<file path="config.mk">
export PLATFORM = sky130hd
export DESIGN_NAME = fp_addsub_sched
export DESIGN_NICKNAME = d
export VERILOG_FILES = /design/src/rtl/fp_addsub_sched.sv
export SDC_FILE = /design/constraint.sdc
export NUM_CORES = 1
export LEC_CHECK = 0
export ABC_AREA = 1
export CORE_ASPECT_RATIO = 1.1
export CORE_MARGIN = 2
export CORE_UTILIZATION = 39
export CTS_CLUSTER_DIAMETER = 40
export DETAILED_ROUTE_END_ITERATION = 8
export PLACE_DENSITY = 0.9
export SETUP_SLACK_MARGIN = 0.5
export SYNTH_ARGS = -nofsm -noshare
export SYNTH_HDL_FRONTEND = slang
export SYNTH_SLANG_ARGS = --single-unit
</file>
<file path="constraint.sdc">
create_clock -name clk -period 1.73 [get_ports clk]
set_input_delay 0.346 -clock clk [delete_from_list [all_inputs] [get_ports clk]]
set_output_delay 0.346 -clock clk [all_outputs]
set_load 0.03 [all_outputs]
</file>
<file path="src/rtl/fp_addsub_sched.sv">
// fp_addsub_sched: round-robin sequencer between two add/sub requesters and
// the shared single-precision add/sub datapath. Each accepted operation is
// launched, waited on for LAT cycles, and its result is returned on the owning
// requester's response channel.
// Optional feature macro: FP_SCHED_NAN_BYPASS_EN -- requests with a NaN
// operand skip the datapath and return the canonical quiet NaN one cycle later.
module fp_addsub_sched #(
  parameter int WIDTH = 32,
  parameter int LAT   = 3
) (
  input  logic             clk,
  input  logic             rst_n,
  input  logic             req0_valid,
  output logic             req0_ready,
  input  logic [WIDTH-1:0] req0_a,
  input  logic [WIDTH-1:0] req0_b,
  input  logic             req0_op,
  input  logic             req1_valid,
  output logic             req1_ready,
  input  logic [WIDTH-1:0] req1_a,
  input  logic [WIDTH-1:0] req1_b,
  input  logic             req1_op,
  output logic             rsp0_valid,
  input  logic             rsp0_ready,
  output logic [WIDTH-1:0] rsp0_r,
  output logic             rsp1_valid,
  input  logic             rsp1_ready,
  output logic [WIDTH-1:0] rsp1_r,
  output logic             dp_start,
  output logic [WIDTH-1:0] dp_a,
  output logic [WIDTH-1:0] dp_b,
  output logic             dp_op,
  input  logic [WIDTH-1:0] dp_r,
  output logic             busy
);

  typedef enum logic [1:0] {IDLE, ISSUE, WAIT, RESP} state_t;

  localparam logic [3:0]       CNT_INIT = 4'(LAT - 1);
  localparam logic [WIDTH-1:0] QNAN     = WIDTH'(32'h7FC0_0000);

  state_t           state;
  logic [3:0]       cnt;
  logic             last_grant;
  logic             owner;

  logic             grant;
  logic             fire;
  logic             bypass;
  logic [WIDTH-1:0] sel_a;
  logic [WIDTH-1:0] sel_b;
  logic             sel_op;

  // Exponent all ones with a non-zero fraction marks a NaN.
  function automatic logic is_nan(input logic [WIDTH-1:0] x);
    return (x[30:23] == 8'hFF) && (x[22:0] != 23'd0);
  endfunction

  // Round-robin grant and request-side handshake; ready is held low in reset.
  always_comb begin
    grant      = (req0_valid && req1_valid) ? ~last_grant : req1_valid;
    req0_ready = rst_n && (state == IDLE) && req0_valid && !grant;
    req1_ready = rst_n && (state == IDLE) && req1_valid && grant;
    fire       = req0_ready || req1_ready;
    sel_a      = grant ? req1_a  : req0_a;
    sel_b      = grant ? req1_b  : req0_b;
    sel_op     = grant ? req1_op : req0_op;
`ifdef FP_SCHED_NAN_BYPASS_EN
    bypass     = is_nan(sel_a) || is_nan(sel_b);
`else
    bypass     = 1'b0;
`endif
  end

  // Sequencer: accept, launch, count down the datapath latency, respond.
  always_ff @(posedge clk) begin
    if (!rst_n) begin
      state      <= IDLE;
      cnt        <= 4'd0;
      last_grant <= 1'b1;
      owner      <= 1'b0;
      dp_start   <= 1'b0;
      dp_a       <= '0;
      dp_b       <= '0;
      dp_op      <= 1'b0;
      rsp0_valid <= 1'b0;
      rsp1_valid <= 1'b0;
      rsp0_r     <= '0;
      rsp1_r     <= '0;
      busy       <= 1'b0;
    end else begin
      dp_start <= 1'b0;
      case (state)
        IDLE: begin
          if (fire) begin
            owner      <= grant;
            last_grant <= grant;
            busy       <= 1'b1;
            if (bypass) begin
              // NaN short-cut: answer directly, datapath operands untouched.
              state <= RESP;
              if (grant) begin
                rsp1_r     <= QNAN;
                rsp1_valid <= 1'b1;
              end else begin
                rsp0_r     <= QNAN;
                rsp0_valid <= 1'b1;
              end
            end else begin
              state    <= ISSUE;
              dp_start <= 1'b1;
              dp_a     <= sel_a;
              dp_b     <= sel_b;
              dp_op    <= sel_op;
            end
          end
        end
        ISSUE: begin
          cnt   <= CNT_INIT;
          state <= WAIT;
        end
        WAIT: begin
          if (cnt == 4'd0) begin
            state <= RESP;
            if (owner) begin
              rsp1_r     <= dp_r;
              rsp1_valid <= 1'b1;
            end else begin
              rsp0_r     <= dp_r;
              rsp0_valid <= 1'b1;
            end
          end else begin
            cnt <= cnt - 4'd1;
          end
        end
        RESP: begin
          // Only the owning port's ready completes the response.
          if (owner ? rsp1_ready : rsp0_ready) begin
            rsp0_valid <= 1'b0;
            rsp1_valid <= 1'b0;
            busy       <= 1'b0;
            state      <= IDLE;
          end
        end
        default: state <= IDLE;
      endcase
    end
  end

endmodule
</file>
==> run summary, run 1 <==
Max VDD drop - 0.000966 V
Global-route wire length before repair - 30.6 mm
Initial Utilization - 0.395
Max Cap Viol - 0
Area of the multi-input gates - 0.00306 mm^2
Xor and xnor fraction of the mapped netlist area - 0.00155
Root buffer cell - clkbuf_16
Nets - 1298
Synth Area in Adders - 0.0155
Sw Ratio - 0.398
Relative slew margins - 0.587
Yosys cell types - 24
Final Slew Violations - 0
Design Area, Final - 0.0116 mm^2
I/O pin cnt - 303
Post-synthesis sequential area ratio - 0.499
Vias per cell - 5.42
DR WL/cell - 20.5 um
Failing checks - negative setup slack
Tightest Pin Transition - 0.619 ns
Sum Neg Setup Slack - -0.0896 ns
Yosys reg bits - 141
CP Data Required Time - 2.06 ns
Vias in the first global route - 6095
Worst Setup Start Kind - flop
Total net switching power - 6940 uW
CTS buffer count - 17
CTS tree - built
Worst Hold Class - flop to flop
WP data arrival - 2.13 ns
Core area - 0.0143 mm^2
Achievable Freq - 0.556 GHz
Clock Skew - 0.0124 ns
Int Power - 10500 uW
Clock Power Share - 0.219
R2R setup slack - -0.07 ns
Status - complete, but fails checks
Syn Nets - 917
DRT iter0 DRCs - 567
Post-DP Area - 0.00893 mm^2
Synthesized area - 0.00566 mm^2
CTS clk-pin slew, worst paths - 0.07 ns
Layout cells sized above 1 - 0.484
Die Span Y - 130 um
Final min period - 1.80 ns
DRC Markers - 0
RSZ-0062 raised after global routing - yes
Clock Sinks - 141
Antenna-violating nets left - 0
CP Capture Type - flop
Sequential power share - 0.286
Vias - 7206
Combinational Power Share - 0.495
Pin count of the biggest net entering global routing - 51
1st-pass router iterations - 9
Cells after Synth - 742
CTS max path bufs - 2
Detailed Route WL - 27.2 mm
GR Overflow Total - 0
Multiplexer share of the synthesized area - 0.00177
Final hold vios - 0
Area growth from synthesis to layout - 104%
Final GP Congestion - 0.786
Yosys warns - 0
Mean area per synthesized cell - 7.63 um^2
PwrDens - 1510 mW/mm^2
Buffers on Ports - 302
Setup ws final - -0.0691 ns
Post-route clock period utilization - 1.04
Register Area - 0.00300 mm^2
HPWL Detailed - 13.3 mm
Leakage - 0.00486 uW
Crit Path Max Fanout - 7
Chip width - 119 um
Worst skew pair latency - 0.42 ns
Antenna violations before repair - 0
Compound-cell area share of the yosys netlist - 0.180
Row count - 46
Simple-gate share of the synthesized area - 0.231
Max H-tree Level - 4
GRT Total Usage - 0.247
Fillcell total - 797
Die area - 0.0155 mm^2
Final setup fails - 3
Crit Path Category - flop to flop
Largest family of logic cells by synthesized area - simple AND/OR/NAND/NOR gates
==> power groups by stage <==
stage                     Sequential (uW)  Clock, uW  Combinational [uW]
final                                4990       3810                8640
after global routing                 5060       3970                9030
after CTS                            4890       3800                6520
after detailed placement             4650          0                6150
after global placement               4620          0                6050
after floorplan                      6160          0                2030
==> timing repair <==
| action | in CTS | in global routing |
|---|---|---|
| setup buffers | 19 | 52 |
| pin swaps | 3 | 64 |
| gates cloned | 0 | 23 |
| hold buffers | 0 | 0 |
| endpoints found under the setup margin | 275 | 275 |
| resized for setup | 1044 | 245 |
==> placed cells by master (no fill, tap or decap), types with 8 or more instances in the layout <==
cell             synthesis  final
a21oi_2                  0     29
buf_12                   0     17
buf_4                    7     70
buf_6                   10    149
clkbuf_16                0     29
clkdlybuf4s50_1          0    164
dfxtp_2                  0    133
inv_1                   14      8
nand2_1                 88     51
nand2_2                  2     12
nand2_4                  0     26
nand3_1                 71     62
nand3_2                  3      9
nor2_1                 147    137
o21ai_0                 88     46
o21ai_1                 77     93
o21ai_2                  0     26
==> layer usage <==
| metal | vias to the layer above | GRT usage | wire (um) |
|---|---|---|---|
| met5 | - | 0 | 0 |
| met4 | 0 | 0.109 | 1240 |
| met3 | 87 | 0.0795 | 2200 |
| met2 | 435 | 0.436 | 14000 |
| met1 | 3440 | 0.275 | 9800 |
| li1 | 3244 | - | - |
==> sequential cells by signal, indices dropped and copies added, names as in the netlist <==
name and flops:
rsp1_r 32, rsp1_valid 1, cnt 4, dp_a 32
dp_b 32, busy 1, dp_op 1, dp_start 1
rsp0_valid 1, owner 1, rsp0_r 32, last_grant 1
state 2
==> cells by family after synthesis <==
group                    Yosys count
adder cells (fa/ha/maj)            7
AO/OA/AOI/OAI                    203
multiplexers                       1
AND/OR/NAND/NOR                  315
flip-flops                       141
XOR/XNOR                           1
buffers and inverters             74
==> critical path, cell delays in order, from the launching register on <==
cell	delay, ns
dfxtp_4	0.36
inv_4	0.06
buf_4	0.10
buf_6	0.09
ha_4	0.20
nand2_4	0.08
nor2_4	0.21
buf_6	0.16
clkbuf_16	0.17
o21ai_2	0.06
nor2_1	0.22
==> Yosys cell counts <==
| master | count | area [um^2] |
|---|---|---|
| nor2_1 | 147 | 552 |
| dfxtp_1 | 141 | 2820 |
| nand2_1 | 88 | 330 |
| o21ai_0 | 88 | 440 |
| o21ai_1 | 77 | 385 |
| nand3_1 | 71 | 355 |
| a21oi_1 | 36 | 180 |
| buf_2 | 18 | 90.1 |
| clkbuf_1 | 16 | 60.1 |
| inv_1 | 14 | 52.6 |
| buf_6 | 10 | 113 |
| buf_4 | 7 | 52.6 |
| ha_1 | 7 | 87.6 |
| buf_1 | 4 | 15.0 |
| inv_2 | 4 | 15.0 |
| nand3_2 | 3 | 30.0 |
| nand4_1 | 3 | 18.8 |
| nand2_2 | 2 | 12.5 |
| a211oi_1 | 1 | 7.51 |
| a21boi_0 | 1 | 7.51 |
| clkinv_1 | 1 | 3.75 |
| mux2i_1 | 1 | 10.0 |
| nor2_4 | 1 | 11.3 |
| xor2_1 | 1 | 8.76 |
==> through the flow <==
step,instances,worst slack (ns),hold slack [ns],utilization,total power [uW]
6_report,1329,-0.0691,0.474,0.806,17400
5_1_grt,1328,-0.0490,0.491,0.806,18100
4_1_cts,1253,0.0135,0.432,0.699,15200
3_5_place_dp,1202,-0.0899,0.455,0.623,10800
3_3_place_gp,1202,-0.0181,0.451,0.623,10700
2_1_floorplan,742,0.433,0.463,-,8190
==> path summary, 6_finish.rpt <==
| check | startpoint | to | depth (start not counted) |
|---|---|---|---|
| max | state[0]$_SDFFE_PN0P_ | rsp1_r[26]$_SDFFE_PN0P_ | 10 |
| min | dp_a[14]$_SDFFE_PN0P_ | dp_a[14]$_SDFFE_PN0P_ | 2 |
| max reg2reg | state[0]$_SDFFE_PN0P_ | rsp1_r[26]$_SDFFE_PN0P_ | 10 |
| min reg2reg | dp_a[14]$_SDFFE_PN0P_ | dp_a[14]$_SDFFE_PN0P_ | 2 |
==> cell type report <==
class	instances	share of cell area
inverters	19	0.00964
well taps	192	0.0208
multi-input cells	528	0.265
flip-flops and latches	141	0.259
clock buffers	19	0.0392
repair buffers	415	0.392
clock inverters	13	0.0133
diodes	1	0.000217
repair inverters	1	0.000974
(Power assumes the default switching activity.)
==> run 2, diff against run 1 <==
Settings changed: CORE_UTILIZATION 39 to 36, PLACE_DENSITY 0.9 to 0.88.
Clock period 1.73 ns to 1.5 ns, I/O delays scaled along.
==> run 2 against run 1 <==
Net effect: the flow still finishes with violations (negative setup slack); sequential share of layout area fell by 0.50 points; register-to-register slack worse by 0.04 ns; critical path depth is 4 lower; non-clock buffer count up 7; via count decreased by 0.79%; final area grew 2.7%; global-route usage rose by 2.5 points; cell count is 0.83% higher; critical endpoint is now req0_ready; largest cell class unchanged.
==> run summary, run 2 (synthesis gave the netlist of run 1 again) <==
Core area - 0.0156 mm^2
DR WL/cell - 19.5 um
Diode count - 0
Nets - 1304
I/O pin cnt - 303
Vias in the first global route - 6690
Detailed Route WL - 26.1 mm
Pin count of the biggest net entering global routing - 64
Setup ws final - -0.218 ns
WP data arrival - 1.42 ns
Leakage - 0.00483 uW
Max H-tree Level - 4
Total buffers and inverters traversed by the critical path - 3
Antenna-violating nets left - 0
Vias - 7149
PwrDens - 1750 mW/mm^2
CTS clk-pin slew, worst paths - 0.06 ns
Root buffer cell - clkbuf_16
1st-pass router iterations - 5
Post-route clock period utilization - 1.15
Commonest non-fill, non-tap cell in the layout - clkdlybuf4s50_1
Slowest cell delay on critical path - 0.35 ns
CTS max path bufs - 2
GR Overflow Total - 0
Status - complete, but fails checks
Crit Path Max Fanout - 3
Chip width - 124 um
DRC Markers - 0
Sum Neg Setup Slack - -2.25 ns
Critical Path, Cell by Cell - inv_4 > ha_4 > nand3_4 > buf_6 > nor2_4 > buf_12
Layout cells sized above 1 - 0.497
Die Span Y - 136 um
Achievable Freq - 0.582 GHz
Hold_buf cts - 0
Relative slew margins - 0.757
CTS buffer count - 17
Die area - 0.0167 mm^2
HPWL Detailed - 14.7 mm
GRT Total Usage - 0.272
CP Capture Type - output port
CP delay by family, top - flip-flops
Area of the multi-input gates - 0.00313 mm^2
Final Slew Violations - 0
CP Data Required Time - 1.20 ns
Worst Hold Class - input pin to flop
Clock Sinks - 141
RSZ-0062 raised after global routing - yes
DRT iter0 DRCs - 464
Final GP Congestion - 0.829
Fillcell total - 941
Final min period - 1.72 ns
Commonest non-fill, non-tap cells in the layout - clkdlybuf4s50_1 (165), buf_6 (155), dfxtp_2 (127)
Worst skew pair latency - 0.41 ns
Initial Utilization - 0.364
Final hold vios - 0
CTS tree - built
Antenna violations before repair - 0
Slowest CP cell - dfxtp_4
Row count - 48
Max Cap Viol - 0
Global-route wire length before repair - 34.9 mm
Buffers on Ports - 302
Vias per cell - 5.34
Area growth from synthesis to layout - 110%
Tightest Pin Transition - 0.365 ns
Clock Skew - 0.00971 ns
Place WS - -0.238 ns
Worst Setup Start Kind - flop
Failing checks - negative setup slack
Register Area - 0.00302 mm^2
Final setup fails - 75
Max VDD drop - 0.000880 V
Crit Path Category - flop to output port
run 2: changes by cell type in the layout (fill, tap and decap cells not counted), moves of 12 or more:
cell	delta
o21ai_2	-23
nor2_1	-22
nand2_1	-15
nor2_4	+15
o21ai_0	+14
nand2_2	+12
run 2: per-stage QoR:
stage	util	cells	hold WS [ns]	cell area, um^2	power, uW
after floorplan	-	742	0.435	5800	9570
after global placement	0.591	1229	0.452	9190	12700
after detailed placement	0.591	1229	0.456	9190	12900
after CTS	0.718	1298	0.206	11200	19700
after global routing	0.763	1340	0.231	11900	21500
final	0.763	1340	0.239	11900	20700
run 2: final timing paths:
check	slack, ns	cells after the start	startpoint	end
setup / recovery	-0.22	6	state[1]$_SDFFE_PN0P_	req0_ready
hold / removal	0.24	3	rst_n	state[0]$_SDFFE_PN0P_
setup reg to reg	-0.11	9	state[0]$_SDFFE_PN0P_	rsp1_r[10]$_SDFFE_PN0P_
hold reg to reg	0.46	2	rsp0_r[1]$_SDFFE_PN0P_	rsp0_r[1]$_SDFFE_PN0P_
run 2: worst min-delay path: cells and delay by family:
family / cells / cell delay, ns
AND/OR/NAND/NOR: 2 / 0.13
buffers and inverters: 1 / 0.18
run 2: metal layers:
layer  part of all wire  up-vias  global-route usage
met2               0.51      424               0.492
li1                   -     3253                   -
met1               0.34     3362               0.275
met3              0.091      110              0.0859
met4              0.054        0               0.145
met5                  0        -                   0
run 2: repair_timing:
| action | CTS | global route |
|---|---|---|
| endpoints found under the setup margin | 276 | 276 |
| setup buffers | 29 | 38 |
| hold endpoints to repair | 0 | 0 |
| pin swaps | 58 | 32 |
| gates resized for setup | 1203 | 104 |
| cloned | 10 | 4 |
run 2: final cells by class:
class | instances | share of cell area
clock buffers | 20 | 0.0393
flip-flops and latches | 141 | 0.254
well taps | 200 | 0.0211
clock inverters | 10 | 0.0156
repair inverters | 1 | 0.00169
repair buffers | 422 | 0.396
inverters | 19 | 0.00875
multi-input cells | 527 | 0.264
run 2: power by group:
| group | leakage [uW] | total (uW) | internal (uW) | switching [uW] |
|---|---|---|---|---|
| registers | 0.00121 | 5780 | 4960 | 817 |
| logic | 0.00330 | 10200 | 4880 | 5360 |
| clock network | 0.000319 | 4700 | 3070 | 1630 |
| total | 0.00483 | 20700 | 12900 | 7800 |
==> run 3, diff against run 2 <==
Settings changed: SKIP_CTS_REPAIR_TIMING set to 1.
==> run 3 against run 2 <==
Net effect: the flow still finishes with violations (negative setup slack); wire length is 14% lower; clock-buffer cell count unchanged; clock power is essentially flat; final area shrank 8.2%; critical path type unchanged; critical endpoint unchanged; largest power group unchanged; highest routed layer unchanged.
==> run summary, run 3 (synthesis gave the netlist of run 1 again) <==
Buffers on Ports - 302
Max H-tree Level - 4
Nets - 1250
GR Overflow Total - 0
Slowest cell delay on critical path - 0.35 ns
Post-route clock period utilization - 1.16
Clock Skew - 0.0110 ns
Core area - 0.0156 mm^2
1st-pass router iterations - 5
WP data arrival - 1.44 ns
Fillcell total - 1097
CTS max path bufs - 2
Commonest non-fill, non-tap cells in the layout - clkdlybuf4s50_1 (166), nor2_1 (143), buf_6 (139)
Max Cap Viol - 0
Sequential power share - 0.299
Failing checks - negative setup slack
Design Area, Final - 0.0109 mm^2
Clock Sinks - 141
HPWL Detailed - 14.7 mm
CTS clk-pin slew, worst paths - 0.06 ns
Antenna violations before repair - 0
Achievable Freq - 0.575 GHz
I/O pin cnt - 303
PwrDens - 1760 mW/mm^2
Commonest non-fill, non-tap cell in the layout - clkdlybuf4s50_1
Crit Path Category - flop to output port
Post-Route Utilization - 0.700
CP delay by family, top - flip-flops
DR WL/cell - 17.5 um
Relative slew margins - 0.757
RSZ-0062 raised after global routing - yes
Final min period - 1.74 ns
Diode count - 0
Place WS - -0.238 ns
Vias in the first global route - 5955
CTS tree - built
Final hold vios - 0
CTS buffer count - 17
Pin count of the biggest net entering global routing - 64
Worst skew pair latency - 0.41 ns
Detailed Route WL - 22.5 mm
Register Area - 0.00300 mm^2
Max VDD drop - 0.000874 V
Status - complete, but fails checks
Worst Setup Start Kind - flop
Post-DP Area - 0.00919 mm^2
Layout cells sized above 1 - 0.428
CP Data Required Time - 1.20 ns
Worst Hold Class - input pin to flop
Tightest Pin Transition - 0.365 ns
Tot Pwr - 19200 uW
Final GP Congestion - 0.829
Antenna-violating nets left - 0
Int Power - 12000 uW
Setup ws final - -0.240 ns
Total buffers and inverters traversed by the critical path - 3
Vias - 6681
Critical Path, Cell by Cell - inv_4 > ha_4 > nand3_4 > buf_6 > nor2_4 > buf_12
DRC Markers - 0
CP Capture Type - output port
Initial Utilization - 0.364
Sum Neg Setup Slack - -0.639 ns
Chip width - 124 um
Clock Power Share - 0.245
Area of the multi-input gates - 0.00288 mm^2
Area growth from synthesis to layout - 92.4%
Die Span Y - 136 um
Die area - 0.0167 mm^2
Sw Ratio - 0.374
Slowest CP cell - dfxtp_4
Leakage - 0.00456 uW
GRT Total Usage - 0.230
DRT iter0 DRCs - 364
Crit Path Max Fanout - 3
Vias per cell - 5.20
Root buffer cell - clkbuf_16
Final Slew Violations - 0
Row count - 48
Total net switching power - 7180 uW
Combinational Power Share - 0.456
Final setup fails - 11
Global-route wire length before repair - 29.9 mm
-- run 3: changes by cell type in the layout (fill, tap and decap cells not counted), moves of 13 or more --
| cell | change |
|---|---|
| buf_4 | -23 |
| buf_6 | -16 |
| nand2_1 | +15 |
| nor2_1 | +28 |
| nor2_2 | -13 |
| nor2_4 | -15 |
-- run 3: cell type report --
type,instances,area share
multi-input cells,527,0.264
flip-flops and latches,141,0.275
repair buffers,369,0.369
inverters,19,0.00861
well taps,200,0.0230
clock inverters,10,0.0170
clock buffers,20,0.0428
-- run 3: per-layer routing --
layer,vias up,track usage,share of wire
met3,62,0.0829,0.095
met1,3127,0.242,0.36
li1,3140,-,-
met5,-,0,0
met4,0,0.0840,0.037
met2,352,0.414,0.51
-- run 3: path summary, 6_finish.rpt --
| kind | start | endpoint | slack, ns | depth (start not counted) |
|---|---|---|---|---|
| worst max-delay path | state[1]$_SDFFE_PN0P_ | req0_ready | -0.24 | 6 |
| worst min-delay path | rst_n | rsp1_valid$_SDFFE_PN0P_ | 0.23 | 3 |
| worst max register to register | state[0]$_SDFFE_PN0P_ | rsp1_r[7]$_SDFFE_PN0P_ | -0.06 | 9 |
| worst min register to register | rsp0_r[21]$_SDFFE_PN0P_ | rsp0_r[21]$_SDFFE_PN0P_ | 0.47 | 2 |
-- run 3: worst register-to-register path, cell delays in order, from the launching register on --
cell and delay, ns:
dfxtp_2 0.33, inv_4 0.07, buf_6 0.10, ha_4 0.18, nand2_4 0.07, nor2_4 0.17
buf_6 0.16, clkbuf_16 0.16, o21ai_0 0.09, nor2_1 0.15
-- run 3: power groups by stage --
stage / clock, uW / sequential, uW / combinational, uW
after global routing: 4930 / 5820 / 9240
after global placement: 0 / 5340 / 7360
after CTS: 4760 / 5320 / 7540
after detailed placement: 0 / 5390 / 7510
after floorplan: 0 / 7110 / 2460
final: 4700 / 5740 / 8750
-- run 3: per-stage QoR --
stage	instances	hold WS, ns
final	1286	0.226
after global routing	1286	0.221
after CTS	1259	0.211
after detailed placement	1229	0.456
after global placement	1229	0.452
after floorplan	742	0.435
